===== src/rtl/i2c_reg16_slave.sv =====
// rtl/i2c_reg16_slave.sv - I2C target with 16-bit register pointer and 8-bit data
// Filters oversampled SCL/SDA, decodes bus framing and emits register write/read strobes.
module i2c_reg16_slave #(
  parameter logic [6:0] DEV_ADDR   = 7'h30,
  parameter int         FILTER_LEN = 3
) (
  input  logic        clk,
  input  logic        rst_n,
  input  logic        scl_i,
  input  logic        sda_i,
  output logic        sda_oe,
  output logic        wr_en,
  output logic [15:0] wr_addr,
  output logic [7:0]  wr_data,
  output logic        rd_req,
  output logic [15:0] rd_addr,
  input  logic [7:0]  rd_data,
  output logic        busy
);

  localparam int CW = $clog2(FILTER_LEN) + 1;
  localparam logic [CW-1:0] CNT_MAX = CW'(FILTER_LEN - 1);

  typedef enum logic [3:0] {
    IDLE, DEVADDR, ACK_DEV, ADDR_HI, ACK_AH, ADDR_LO, ACK_AL,
    WDATA, ACK_WD, RDATA, RACK, IGNORE
  } state_t;

  // index 0 = SCL, index 1 = SDA
  logic [1:0]          sync1_q, sync2_q, filt_q, filt_d, prev_q;
  logic [1:0][CW-1:0]  fcnt_q, fcnt_d;

  state_t       state_q, state_d;
  logic [2:0]   bit_cnt_q, bit_cnt_d;
  logic [7:0]   shift_q, shift_d;
  logic [15:0]  ptr_q, ptr_d;
  logic         phase_q, phase_d;
  logic         rw_q, rw_d;
  logic         nack_q, nack_d;
  logic         sda_oe_q, sda_oe_d;
  logic         wr_en_q, wr_en_d;
  logic [15:0]  wr_addr_q, wr_addr_d;
  logic [7:0]   wr_data_q, wr_data_d;
  logic         rd_req_q, rd_req_d;
  logic [15:0]  rd_addr_q, rd_addr_d;
  logic         busy_q, busy_d;

  logic scl_f, sda_f, scl_rise, scl_fall, start_det, stop_det, last_bit;
  logic [7:0] byte_in;

  always_comb begin
    for (int i = 0; i < 2; i++) begin
      fcnt_d[i] = '0;
      filt_d[i] = filt_q[i];
      if (sync2_q[i] != filt_q[i]) begin
        if (fcnt_q[i] == CNT_MAX) filt_d[i] = sync2_q[i];
        else                      fcnt_d[i] = fcnt_q[i] + CW'(1);
      end
    end
  end

  assign scl_f     = filt_q[0];
  assign sda_f     = filt_q[1];
  assign scl_rise  = scl_f & ~prev_q[0];
  assign scl_fall  = ~scl_f & prev_q[0];
  assign start_det = scl_f & prev_q[0] & prev_q[1] & ~sda_f;
  assign stop_det  = scl_f & prev_q[0] & ~prev_q[1] & sda_f;
  assign byte_in   = {shift_q[6:0], sda_f};
  assign last_bit  = scl_rise && (bit_cnt_q == 3'd7);

  always_ff @(posedge clk or negedge rst_n) begin
    if (!rst_n) begin
      sync1_q   <= 2'b11;
      sync2_q   <= 2'b11;
      filt_q    <= 2'b11;
      prev_q    <= 2'b11;
      fcnt_q    <= '0;
      state_q   <= IDLE;
      bit_cnt_q <= '0;
      shift_q   <= '0;
      ptr_q     <= '0;
      phase_q   <= 1'b0;
      rw_q      <= 1'b0;
      nack_q    <= 1'b0;
      sda_oe_q  <= 1'b0;
      wr_en_q   <= 1'b0;
      wr_addr_q <= '0;
      wr_data_q <= '0;
      rd_req_q  <= 1'b0;
      rd_addr_q <= '0;
      busy_q    <= 1'b0;
    end else begin
      sync1_q   <= {sda_i, scl_i};
      sync2_q   <= sync1_q;
      filt_q    <= filt_d;
      prev_q    <= filt_q;
      fcnt_q    <= fcnt_d;
      state_q   <= state_d;
      bit_cnt_q <= bit_cnt_d;
      shift_q   <= shift_d;
      ptr_q     <= ptr_d;
      phase_q   <= phase_d;
      rw_q      <= rw_d;
      nack_q    <= nack_d;
      sda_oe_q  <= sda_oe_d;
      wr_en_q   <= wr_en_d;
      wr_addr_q <= wr_addr_d;
      wr_data_q <= wr_data_d;
      rd_req_q  <= rd_req_d;
      rd_addr_q <= rd_addr_d;
      busy_q    <= busy_d;
    end
  end

  always_comb begin
    state_d = state_q;
    if (start_det) begin
      state_d = DEVADDR;
    end else if (stop_det) begin
      state_d = IDLE;
    end else begin
      case (state_q)
        DEVADDR: if (last_bit) state_d = (byte_in[7:1] == DEV_ADDR) ? ACK_DEV : IGNORE;
        ACK_DEV: if (scl_fall && phase_q) state_d = rw_q ? RDATA : ADDR_HI;
        ADDR_HI: if (last_bit) state_d = ACK_AH;
        ACK_AH:  if (scl_fall && phase_q) state_d = ADDR_LO;
        ADDR_LO: if (last_bit) state_d = ACK_AL;
        ACK_AL:  if (scl_fall && phase_q) state_d = WDATA;
        WDATA:   if (last_bit) state_d = ACK_WD;
        ACK_WD:  if (scl_fall && phase_q) state_d = WDATA;
        RDATA:   if (last_bit) state_d = RACK;
        RACK:    if (scl_fall && phase_q) state_d = nack_q ? IGNORE : RDATA;
        default: state_d = state_q;
      endcase
    end
  end

  always_comb begin
    bit_cnt_d = bit_cnt_q;
    shift_d   = shift_q;
    ptr_d     = ptr_q;
    phase_d   = phase_q;
    rw_d      = rw_q;
    nack_d    = nack_q;
    sda_oe_d  = sda_oe_q;
    wr_en_d   = 1'b0;
    wr_addr_d = wr_addr_q;
    wr_data_d = wr_data_q;
    rd_req_d  = 1'b0;
    rd_addr_d = rd_addr_q;
    busy_d    = (state_d != IDLE) && (state_d != IGNORE);

    // Fetch data arrives the clk after rd_req and immediately drives bit 7.
    if (rd_req_q) begin
      shift_d  = rd_data;
      sda_oe_d = ~rd_data[7];
    end

    if (start_det || stop_det) begin
      bit_cnt_d = '0;
      phase_d   = 1'b0;
      sda_oe_d  = 1'b0;
    end else begin
      case (state_q)
        DEVADDR, ADDR_HI, ADDR_LO, WDATA: begin
          if (scl_rise) begin
            bit_cnt_d = bit_cnt_q + 3'd1;
            shift_d   = byte_in;
          end
          if (last_bit) begin
            phase_d = 1'b0;
            case (state_q)
              DEVADDR: rw_d = sda_f;
              ADDR_HI: ptr_d[15:8] = byte_in;
              ADDR_LO: ptr_d[7:0] = byte_in;
              default: begin
                wr_en_d   = 1'b1;
                wr_addr_d = ptr_q;
                wr_data_d = byte_in;
                ptr_d     = ptr_q + 16'd1;
              end
            endcase
          end
        end
        ACK_DEV, ACK_AH, ACK_AL, ACK_WD: begin
          if (scl_fall) begin
            phase_d  = ~phase_q;
            sda_oe_d = ~phase_q;
            if (phase_q && state_q == ACK_DEV && rw_q) begin
              rd_req_d  = 1'b1;
              rd_addr_d = ptr_q;
              ptr_d     = ptr_q + 16'd1;
            end
          end
        end
        RDATA: begin
          if (scl_rise) bit_cnt_d = bit_cnt_q + 3'd1;
          if (last_bit) phase_d = 1'b0;
          if (scl_fall) begin
            shift_d  = {shift_q[6:0], 1'b0};
            sda_oe_d = ~shift_q[6];
          end
        end
        RACK: begin
          if (scl_rise) nack_d = sda_f;
          if (scl_fall) begin
            phase_d  = ~phase_q;
            sda_oe_d = 1'b0;
            if (phase_q && !nack_q) begin
              rd_req_d  = 1'b1;
              rd_addr_d = ptr_q;
              ptr_d     = ptr_q + 16'd1;
            end
          end
        end
        default: begin
          bit_cnt_d = '0;
          phase_d   = 1'b0;
          sda_oe_d  = 1'b0;
        end
      endcase
    end
  end

  assign sda_oe  = sda_oe_q;
  assign wr_en   = wr_en_q;
  assign wr_addr = wr_addr_q;
  assign wr_data = wr_data_q;
  assign rd_req  = rd_req_q;
  assign rd_addr = rd_addr_q;
  assign busy    = busy_q;

endmodule

===== config.mk =====
export PLATFORM = sky130hd
export DESIGN_NAME = i2c_reg16_slave
export DESIGN_NICKNAME = d
export VERILOG_FILES = /design/src/rtl/i2c_reg16_slave.sv
export SDC_FILE = /design/constraint.sdc
export NUM_CORES = 1
export LEC_CHECK = 0
export ABC_AREA = 0
export BUFFER_PORTS_ARGS = -buffer_cell sky130_fd_sc_hd__buf_4
export CAP_MARGIN = 20
export CELL_PAD_IN_SITES_DETAIL_PLACEMENT = 0
export CELL_PAD_IN_SITES_GLOBAL_PLACEMENT = 1
export CORE_MARGIN = 2
export CORE_UTILIZATION = 42
export CTS_BUF_LIST = sky130_fd_sc_hd__clkbuf_2 sky130_fd_sc_hd__clkbuf_4 sky130_fd_sc_hd__clkbuf_8
export CTS_CLUSTER_SIZE = 14
export DETAILED_ROUTE_END_ITERATION = 6
export HOLD_SLACK_MARGIN = 0.08
export PLACE_DENSITY_LB_ADDON = 0.15
export SKIP_CTS_REPAIR_TIMING = 1
export SYNTH_ARGS = -nofsm -noshare
export SYNTH_HDL_FRONTEND = slang
export SYNTH_SLANG_ARGS = --single-unit

===== constraint.sdc =====
create_clock -name clk -period 4 [get_ports clk]
set_input_delay 0.4 -clock clk [delete_from_list [all_inputs] [get_ports clk]]
set_output_delay 0.4 -clock clk [all_outputs]
set_load 0.005 [all_outputs]

==> results_tabular.tex, run 1 <==
\begin{tabular}{lr}
\hline
Metric & Value \\
\hline
\multicolumn{2}{l}{\textbf{Logic synthesis}} \\
Sequential cell area fraction in the yosys report & 52.1\% \\
Synth Register Bits & 91 \\
Yosys warning count & 0 \\
Multiplexer share of the synthesized area & 13.9\% \\
Post-synth top area share & 47.3\% \\
Post-synthesis share of cell area spent on xor and xnor gates & 0.998\% \\
Post-Synthesis Cell Area & 4390 sq um \\
Number of nets in the synthesized netlist & 420 \\
Cells taking the most area after synthesis & sky130\_fd\_sc\_hd\_\_dfrtp\_1 (47\%), sky130\_fd\_sc\_hd\_\_mux2\_2 (12\%), sky130\_fd\_sc\_hd\_\_dfstp\_2 (4.8\%) \\
Combinational family with the most area after synthesis & simple AND/OR/NAND/NOR gates \\
Post-synthesis share of cell area spent on full adders, half adders and majority gates & 0.856\% \\
Yosys cell types & 58 \\
Share of synthesized cell area in and, or, nand and nor gates & 16.1\% \\
Synth Area in Compound Gates & 13.0\% \\
Post-Synthesis Mean Instance Area & 10.8 sq um \\
Fraction of registers with async set or reset after synthesis & 100\% \\
Largest area contributor in the synthesized netlist & sky130\_fd\_sc\_hd\_\_dfrtp\_1 \\
Most instantiated flip-flop cell in the synthesis netlist & sky130\_fd\_sc\_hd\_\_dfrtp\_1 \\
Number of flops mapped to enable cells by yosys & 0 \\
Post-Synthesis Cells & 405 \\
\multicolumn{2}{l}{\textbf{Global routing}} \\
Antenna violations before repair & 0 \\
Total routing usage reported by global routing & 18.5\% \\
Global-route wire length before repair & 16,200 microns \\
Number of global-route vias before repair & 3,176 \\
Global-route congestion overflow total & 0 \\
Maximum number of pins on one net before global-route repair & 66 \\
\multicolumn{2}{l}{\textbf{Place}} \\
Total of buffers placed on input and output ports & 55 \\
Routability-driven placement congestion ratio & 0.870 \\
Sum of net half-perimeters after detailed placement & 6560 microns \\
\multicolumn{2}{l}{\textbf{Floorplanning}} \\
Width of the die & 106 microns \\
Effective utilization at floorplan & 42.9\% \\
Overall die area & 11,300 sq um \\
Floorplan core area & 10,200 sq um \\
Floorplan row count & 37 \\
Top Ports & 56 \\
Die height & 106 microns \\
\multicolumn{2}{l}{\textbf{Worst setup path}} \\
CP max-delay cell & sky130\_fd\_sc\_hd\_\_dfrtp\_1 \\
Kind of end point of the critical path & flop \\
Crit path launch type & flop \\
Number of cells on the critical path & 6 \\
CP Class & reg -> reg \\
WP buf/inv & 0 \\
Peak fanout along the critical path & 22 \\
R2r worst-path depth & 6 \\
CP delay by family, top & simple AND/OR/NAND/NOR gates \\
Required time of the worst setup path & 4290 ps \\
Critical path's largest stage delay & 740 ps \\
Critical path cell sequence & nor3\_1 -> nor4b\_2 -> o221ai\_2 -> nor3\_4 -> a21boi\_1 -> a2bb2oi\_1 \\
Critical Path AT & 2770 ps \\
\multicolumn{2}{l}{\textbf{Detailed routing}} \\
Avg Vias per Cell & 5.57 \\
Wire length per cell & 16.5 microns \\
Remaining number of nets flagged by the antenna check after routing & 0 \\
First-pass detailed-route iteration total & 5 \\
Overall routed net length & 9800 microns \\
Via count of the routed design & 3,300 \\
\# DRC & 0 \\
Drt first-iter violations & 289 \\
\multicolumn{2}{l}{\textbf{Cells and area}} \\
Final Net Count & 466 \\
Relative area change from synthesis to final layout & 16.1\% \\
Final Util & 49.8\% \\
Fillers & 934 \\
Fraction of layout instances using a drive strength above 1 & 29.8\% \\
Inserted Diodes & 0 \\
\multicolumn{2}{l}{\textbf{STA}} \\
Total of endpoints with negative setup slack in the final report & 0 \\
Final critical-path share of the clock period & 62.0\% \\
Setup repair after global routing missed its margin & no \\
Time the final worst path needs with I/O delays and setup & 2480 ps \\
Count of final max-slew check failures & 0 \\
Worst clock skew & 11.0 ps \\
Max\_slew headroom & 35.0\% \\
Fin Setup TNS & 0 ps \\
Tightest Pin Transition & 972 ps \\
Highest clock rate & 403 MHz \\
Final-report hold violation count & 0 \\
\multicolumn{2}{l}{\textbf{Power and ir drop}} \\
Total power consumption of the routed design & 3360 uW \\
P\_leak & 0.00238 uW \\
Power per Cell Area & 659 nW/um\^{}2 \\
Largest vdd supply drop & 0.000231 V \\
\multicolumn{2}{l}{\textbf{CTS}} \\
Clock root cell & sky130\_fd\_sc\_hd\_\_clkbuf\_8 \\
Total clock buffers created by CTS & 9 \\
CTS tree & yes \\
Total number of clock tree sinks & 91 \\
Clock transition at path regs & 90 ps \\
Maximum clock path buffer count & 2 \\
Skew-Pair Late Insertion Delay & 360 ps \\
H-tree level count & 3 \\
\multicolumn{2}{l}{\textbf{Worst hold path}} \\
Class of the worst hold path & in -> async \\
\multicolumn{2}{l}{\textbf{Flow run}} \\
Max capacitance violation total & 0 \\
\multicolumn{2}{l}{\textbf{Outcome}} \\
Status & completed \\
\hline
\end{tabular}
worst paths after layout:
check	endpoint	from	slack, ps
worst min-delay path	fcnt_q[0]$_DFF_PN0_	rst_n	130
worst min register to register	sync2_q[1]$_DFF_PN1_	sync1_q[1]$_DFF_PN1_	360
max in group asynchronous	rd_addr[6]$_DFFE_PN0P_	rst_n	3020
worst max-delay path	ptr_q[15]$_DFFE_PN0P_	state_q[2]$_DFF_PN0_	1520
min in group clk	sync1_q[1]$_DFF_PN1_	sda_i	140
worst max register to register	ptr_q[15]$_DFFE_PN0P_	state_q[2]$_DFF_PN0_	1520
synthesized netlist by cell type (all sizes together) (2+ instances only):
cell     n
dfrtp   83
and3b    3
o21bai   2
nor3    10
mux2i    9
inv      5
nand2   36
nand3   16
o211ai   3
nand2b   6
a31oi    3
ha       3
a21oi   42
nand3b   5
nor2    23
a21boi   2
o22ai    6
buf     13
or2      2
mux2    46
dfstp    8
clkbuf   9
o31ai    3
a22o     3
and3     8
nor3b    2
xnor2    2
xor2     3
nor4b    3
o21ai   18
nor2b    8
o221ai   2
o311ai   2
cells in the final DEF, fill, tap and decap left out, drive strengths merged, types with 5 or more instances in the layout:
cell	n
a21oi	42
nand3b	5
buf	57
inv	6
dfstp	8
mux2	46
nor3	10
o22ai	6
mux2i	9
o21ai	18
dfrtp	83
nor2	23
nand2	36
clkbuf	10
nor2b	8
and3	8
nand3	16
nand2b	6
sequential cells by signal, indices dropped and copies added (netlist names), 2 cells and up:
signal / count
bit_cnt_q: 3
fcnt_q: 6
filt_q: 2
prev_q: 2
ptr_q: 16
rd_addr: 16
shift_q: 7
state_q: 4
sync1_q: 2
sync2_q: 2
wr_addr: 16
wr_data: 8
stage by stage:
step / hold slack (ps) / setup WS, ps / instance area, sq um / cells
final: 129 / 1520 / 5090 / 592
after global routing: 118 / 1330 / 5090 / 592
after CTS: 121 / 1550 / 5090 / 592
after detailed placement: 347 / 1570 / 4870 / 576
after global placement: 347 / 1630 / 4870 / 576
after floorplan: 104 / 1990 / 4390 / 405
layout make-up:
class	instances	area, sq um	area share [%]
Sequential cell	91	2290	44.9
Multi-Input combinational cell	287	1970	38.6
Timing Repair Buffer	57	428	8.40
Tap cell	136	170	3.34
Clock buffer	10	131	2.58
Clock inverter	6	88.8	1.74
Inverter	5	18.8	0.369
routing by layer:
metal	part of all wire, %	global-route usage [%]	routed length (microns)	up-vias
li1	-	-	-	1553
met1	47	26.3	4590	1623
met2	45	27.0	4400	111
met3	6.8	4.60	662	13
met4	1.4	7.33	141	0
met5	0	0	0	-
power by group:
part / switching, uW / internal (uW) / leakage (uW) / total, uW
sequential: 415 / 1190 / 0.00118 / 1600
clock: 330 / 361 / 0.000112 / 691
combinational: 552 / 515 / 0.00109 / 1070
total: 1300 / 2060 / 0.00238 / 3360
cell families after synthesis:
family,Yosys count
fa+ha+maj,3
mux,55
buf+inv,27
simple gates,130
xor+xnor,5
flops,91
compound gates,94
worst reg2reg max path, delay by kind of cell (launching register included):
kind | cells | cell delay [ps]
AOI/OAI and AO/OA | 3 | 600
DFF | 1 | 740
and+or+nand+nor | 3 | 1080
Power figures use the tool's default switching activity.
==> inputs of run 2 (changes only) <==
==> constraint.sdc (replaced) <==
create_clock -name clk -period 2.3 [get_ports clk]
set_input_delay 0.23 -clock clk [delete_from_list [all_inputs] [get_ports clk]]
set_output_delay 0.23 -clock clk [all_outputs]
set_load 0.005 [all_outputs]
==> results_tabular.tex, run 2 (synthesis gave the netlist of run 1 again) <==
\begin{tabular}{lr}
\hline
Metric & Value \\
\hline
\multicolumn{2}{l}{\textbf{CTS}} \\
CTS tree & yes (unchanged) \\
Clock transition at path regs & 90 ps (about the same) \\
Total clock buffers created by CTS & 9 (unchanged) \\
Skew-Pair Late Insertion Delay & 370 ps (was 360 ps) \\
Clock root cell & sky130\_fd\_sc\_hd\_\_clkbuf\_8 (unchanged) \\
H-tree level count & 3 (unchanged) \\
Maximum clock path buffer count & 2 (unchanged) \\
Total number of clock tree sinks & 91 (unchanged) \\
\multicolumn{2}{l}{\textbf{Power and ir drop}} \\
Largest vdd supply drop & 0.000484 V (was 0.000231 V) \\
Power per Cell Area & 1150 nW/um\^{}2 (was 659 nW/um\^{}2) \\
P\_leak & 0.00249 uW (was 0.00238 uW) \\
Total power consumption of the routed design & 6080 uW (was 3360 uW) \\
\multicolumn{2}{l}{\textbf{STA}} \\
Setup repair after global routing missed its margin & no (unchanged) \\
WHS & 170 ps (was 129 ps) \\
Fin Setup TNS & 0 ps (unchanged) \\
Highest clock rate & 463 MHz (was 403 MHz) \\
Max\_slew headroom & 57.6\% (was 35.0\%) \\
Time the final worst path needs with I/O delays and setup & 2160 ps (was 2480 ps) \\
Final critical-path share of the clock period & 93.9\% (was 62.0\%) \\
Worst clock skew & 11.0 ps (about the same) \\
Setup slack of the critical path after layout & 140 ps (was 1520 ps) \\
Final-report hold violation count & 0 (unchanged) \\
Total of endpoints with negative setup slack in the final report & 0 (unchanged) \\
Count of final max-slew check failures & 0 (unchanged) \\
Tightest Pin Transition & 635 ps (was 972 ps) \\
\multicolumn{2}{l}{\textbf{Cells and area}} \\
Final Net Count & 488 (was 466) \\
Fraction of layout instances using a drive strength above 1 & 33.1\% (was 29.8\%) \\
Final Util & 51.9\% (was 49.8\%) \\
Inserted Diodes & 0 (unchanged) \\
Relative area change from synthesis to final layout & 21.0\% (was 16.1\%) \\
Most frequent cells in the layout & sky130\_fd\_sc\_hd\_\_dfrtp\_1 (80), sky130\_fd\_sc\_hd\_\_buf\_4 (74), sky130\_fd\_sc\_hd\_\_mux2\_2 (45), sky130\_fd\_sc\_hd\_\_a21oi\_1 (41), sky130\_fd\_sc\_hd\_\_nand2\_1 (36) (was sky130\_fd\_sc\_hd\_\_dfrtp\_1 (83), sky130\_fd\_sc\_hd\_\_buf\_4 (57), sky130\_fd\_sc\_hd\_\_mux2\_2 (45), sky130\_fd\_sc\_hd\_\_a21oi\_1 (41), sky130\_fd\_sc\_hd\_\_nand2\_1 (36)) \\
Most common cell after layout, fill and taps aside & sky130\_fd\_sc\_hd\_\_dfrtp\_1 (unchanged) \\
\multicolumn{2}{l}{\textbf{Worst setup path}} \\
CP max-delay cell & sky130\_fd\_sc\_hd\_\_nor4\_1 (was sky130\_fd\_sc\_hd\_\_dfrtp\_1) \\
Number of cells on the critical path & 6 (unchanged) \\
CP delay by family, top & simple AND/OR/NAND/NOR gates (unchanged) \\
Peak fanout along the critical path & 6 (was 22) \\
WP buf/inv & 0 (unchanged) \\
Critical path cell sequence & nor4\_1 -> a21bo\_2 -> a21oi\_1 -> o311ai\_1 -> and3b\_1 -> mux2i\_1 (was nor3\_1 -> nor4b\_2 -> o221ai\_2 -> nor3\_4 -> a21boi\_1 -> a2bb2oi\_1) \\
Required time of the worst setup path & 2560 ps (was 4290 ps) \\
CP Class & reg -> reg (unchanged) \\
Kind of end point of the critical path & flop (unchanged) \\
RR Startpoint & shift\_q[3]\$\_DFF\_PN0\_ (was state\_q[2]\$\_DFF\_PN0\_) \\
Critical Path AT & 2420 ps (was 2770 ps) \\
Critical path's largest stage delay & 530 ps (was 740 ps) \\
Crit path launch type & flop (unchanged) \\
R2r worst-path depth & 6 (unchanged) \\
Worst Setup SP & shift\_q[3]\$\_DFF\_PN0\_ (was state\_q[2]\$\_DFF\_PN0\_) \\
\multicolumn{2}{l}{\textbf{Worst hold path}} \\
Hold Path Cell Cnt & 3 \\
Class of the worst hold path & in -> reg (was in -> async) \\
Hold\_sp & rd\_data[5] \\
\multicolumn{2}{l}{\textbf{Detailed routing}} \\
Wire length per cell & 16.7 microns (was 16.5 microns) \\
Avg Vias per Cell & 5.41 (was 5.57) \\
Via count of the routed design & 3,319 (was 3,300) \\
First-pass detailed-route iteration total & 4 (was 5) \\
\# DRC & 0 (unchanged) \\
Remaining number of nets flagged by the antenna check after routing & 0 (unchanged) \\
Drt first-iter violations & 146 (was 289) \\
Overall routed net length & 10,200 microns (was 9800 microns) \\
\multicolumn{2}{l}{\textbf{Place}} \\
Worst slack, placed & 133 ps (was 1570 ps) \\
Routability-driven placement congestion ratio & 0.905 (was 0.870) \\
Sum of net half-perimeters after detailed placement & 7270 microns (was 6560 microns) \\
Total of buffers placed on input and output ports & 55 (unchanged) \\
\multicolumn{2}{l}{\textbf{Global routing}} \\
Antenna violations before repair & 0 (unchanged) \\
Global-route congestion overflow total & 0 (unchanged) \\
Global-route wire length before repair & 17,400 microns (was 16,200 microns) \\
Maximum number of pins on one net before global-route repair & 49 (was 66) \\
Met1 track demand over resource in global routing & 29.2\% (was 26.3\%) \\
Routing layer with the top usage in global route & met2 (unchanged) \\
Number of global-route vias before repair & 3,303 (was 3,176) \\
Total routing usage reported by global routing & 20.0\% (was 18.5\%) \\
Met3 demand-to-capacity share in global routing & 3.31\% (was 4.60\%) \\
GR Layer Usage met2 & 29.3\% (was 27.0\%) \\
\multicolumn{2}{l}{\textbf{Floorplanning}} \\
Effective utilization at floorplan & 42.9\% (unchanged) \\
Width of the die & 106 microns (unchanged) \\
Top Ports & 56 (unchanged) \\
Die height & 106 microns (unchanged) \\
Floorplan core area & 10,200 sq um (unchanged) \\
Overall die area & 11,300 sq um (unchanged) \\
Floorplan row count & 37 (unchanged) \\
\multicolumn{2}{l}{\textbf{Flow run}} \\
Max capacitance violation total & 0 (unchanged) \\
\multicolumn{2}{l}{\textbf{Outcome}} \\
Status & completed (unchanged) \\
\hline
\end{tabular}
-- run 2: changes by cell type in the layout (fill, tap and decap cells not counted), moves of 2 or more --
cell                            delta
sky130_fd_sc_hd__buf_4            +17
sky130_fd_sc_hd__dfrtp_1           -3
sky130_fd_sc_hd__dfrtp_2           +3
sky130_fd_sc_hd__dlygate4sd3_1     +3
sky130_fd_sc_hd__buf_12            +2
sky130_fd_sc_hd__clkbuf_8          +2
sky130_fd_sc_hd__clkinv_2          -2
-- run 2: power breakdown --
| part | internal, uW | leakage (uW) | switching (uW) |
|---|---|---|---|
| clock | 675 | 0.000112 | 582 |
| sequential | 2070 | 0.00118 | 580 |
| combinational | 1040 | 0.00120 | 1140 |
| total | 3780 | 0.00249 | 2300 |
-- run 2: final timing paths --
path / endpoint / slack (ps)
worst min register to register: sync2_q[1]$_DFF_PN1_ / 360
max in group asynchronous: prev_q[1]$_DFF_PN1_ / 1190
worst max register to register: busy$_DFF_PN0_ / 140
min in group asynchronous: fcnt_q[2]$_DFF_PN0_ / 410
worst min-delay path: shift_q[5]$_DFF_PN0_ / 170
worst max-delay path: busy$_DFF_PN0_ / 140
-- run 2: tightest hold or removal path, cell delays in order --
cell and delay [ps]:
sky130_fd_sc_hd__buf_4 80, sky130_fd_sc_hd__mux2i_1 60, sky130_fd_sc_hd__a21oi_1 130
-- run 2: layout make-up --
cell class,instances,area (sq um)
Clock buffer,11,151
Clock inverter,5,83.8
Fill cell,938,4920
Inverter,5,18.8
Multi-Input combinational cell,287,1970
Sequential cell,91,2290
Tap cell,136,170
Timing Repair Buffer,79,626
-- run 2: metal layers --
layer | vias up | routed length, microns
li1 | 1603 | -
met4 | 0 | 216
met2 | 74 | 4510
met5 | - | 0
met3 | 16 | 385
met1 | 1626 | 5120
-- run 2: through the flow --
step	instance area, sq um	cells
6_report	5310	614
5_1_grt	5310	614
4_1_cts	5280	611
3_5_place_dp	5040	595
3_3_place_gp	5040	595
2_1_floorplan	4390	405
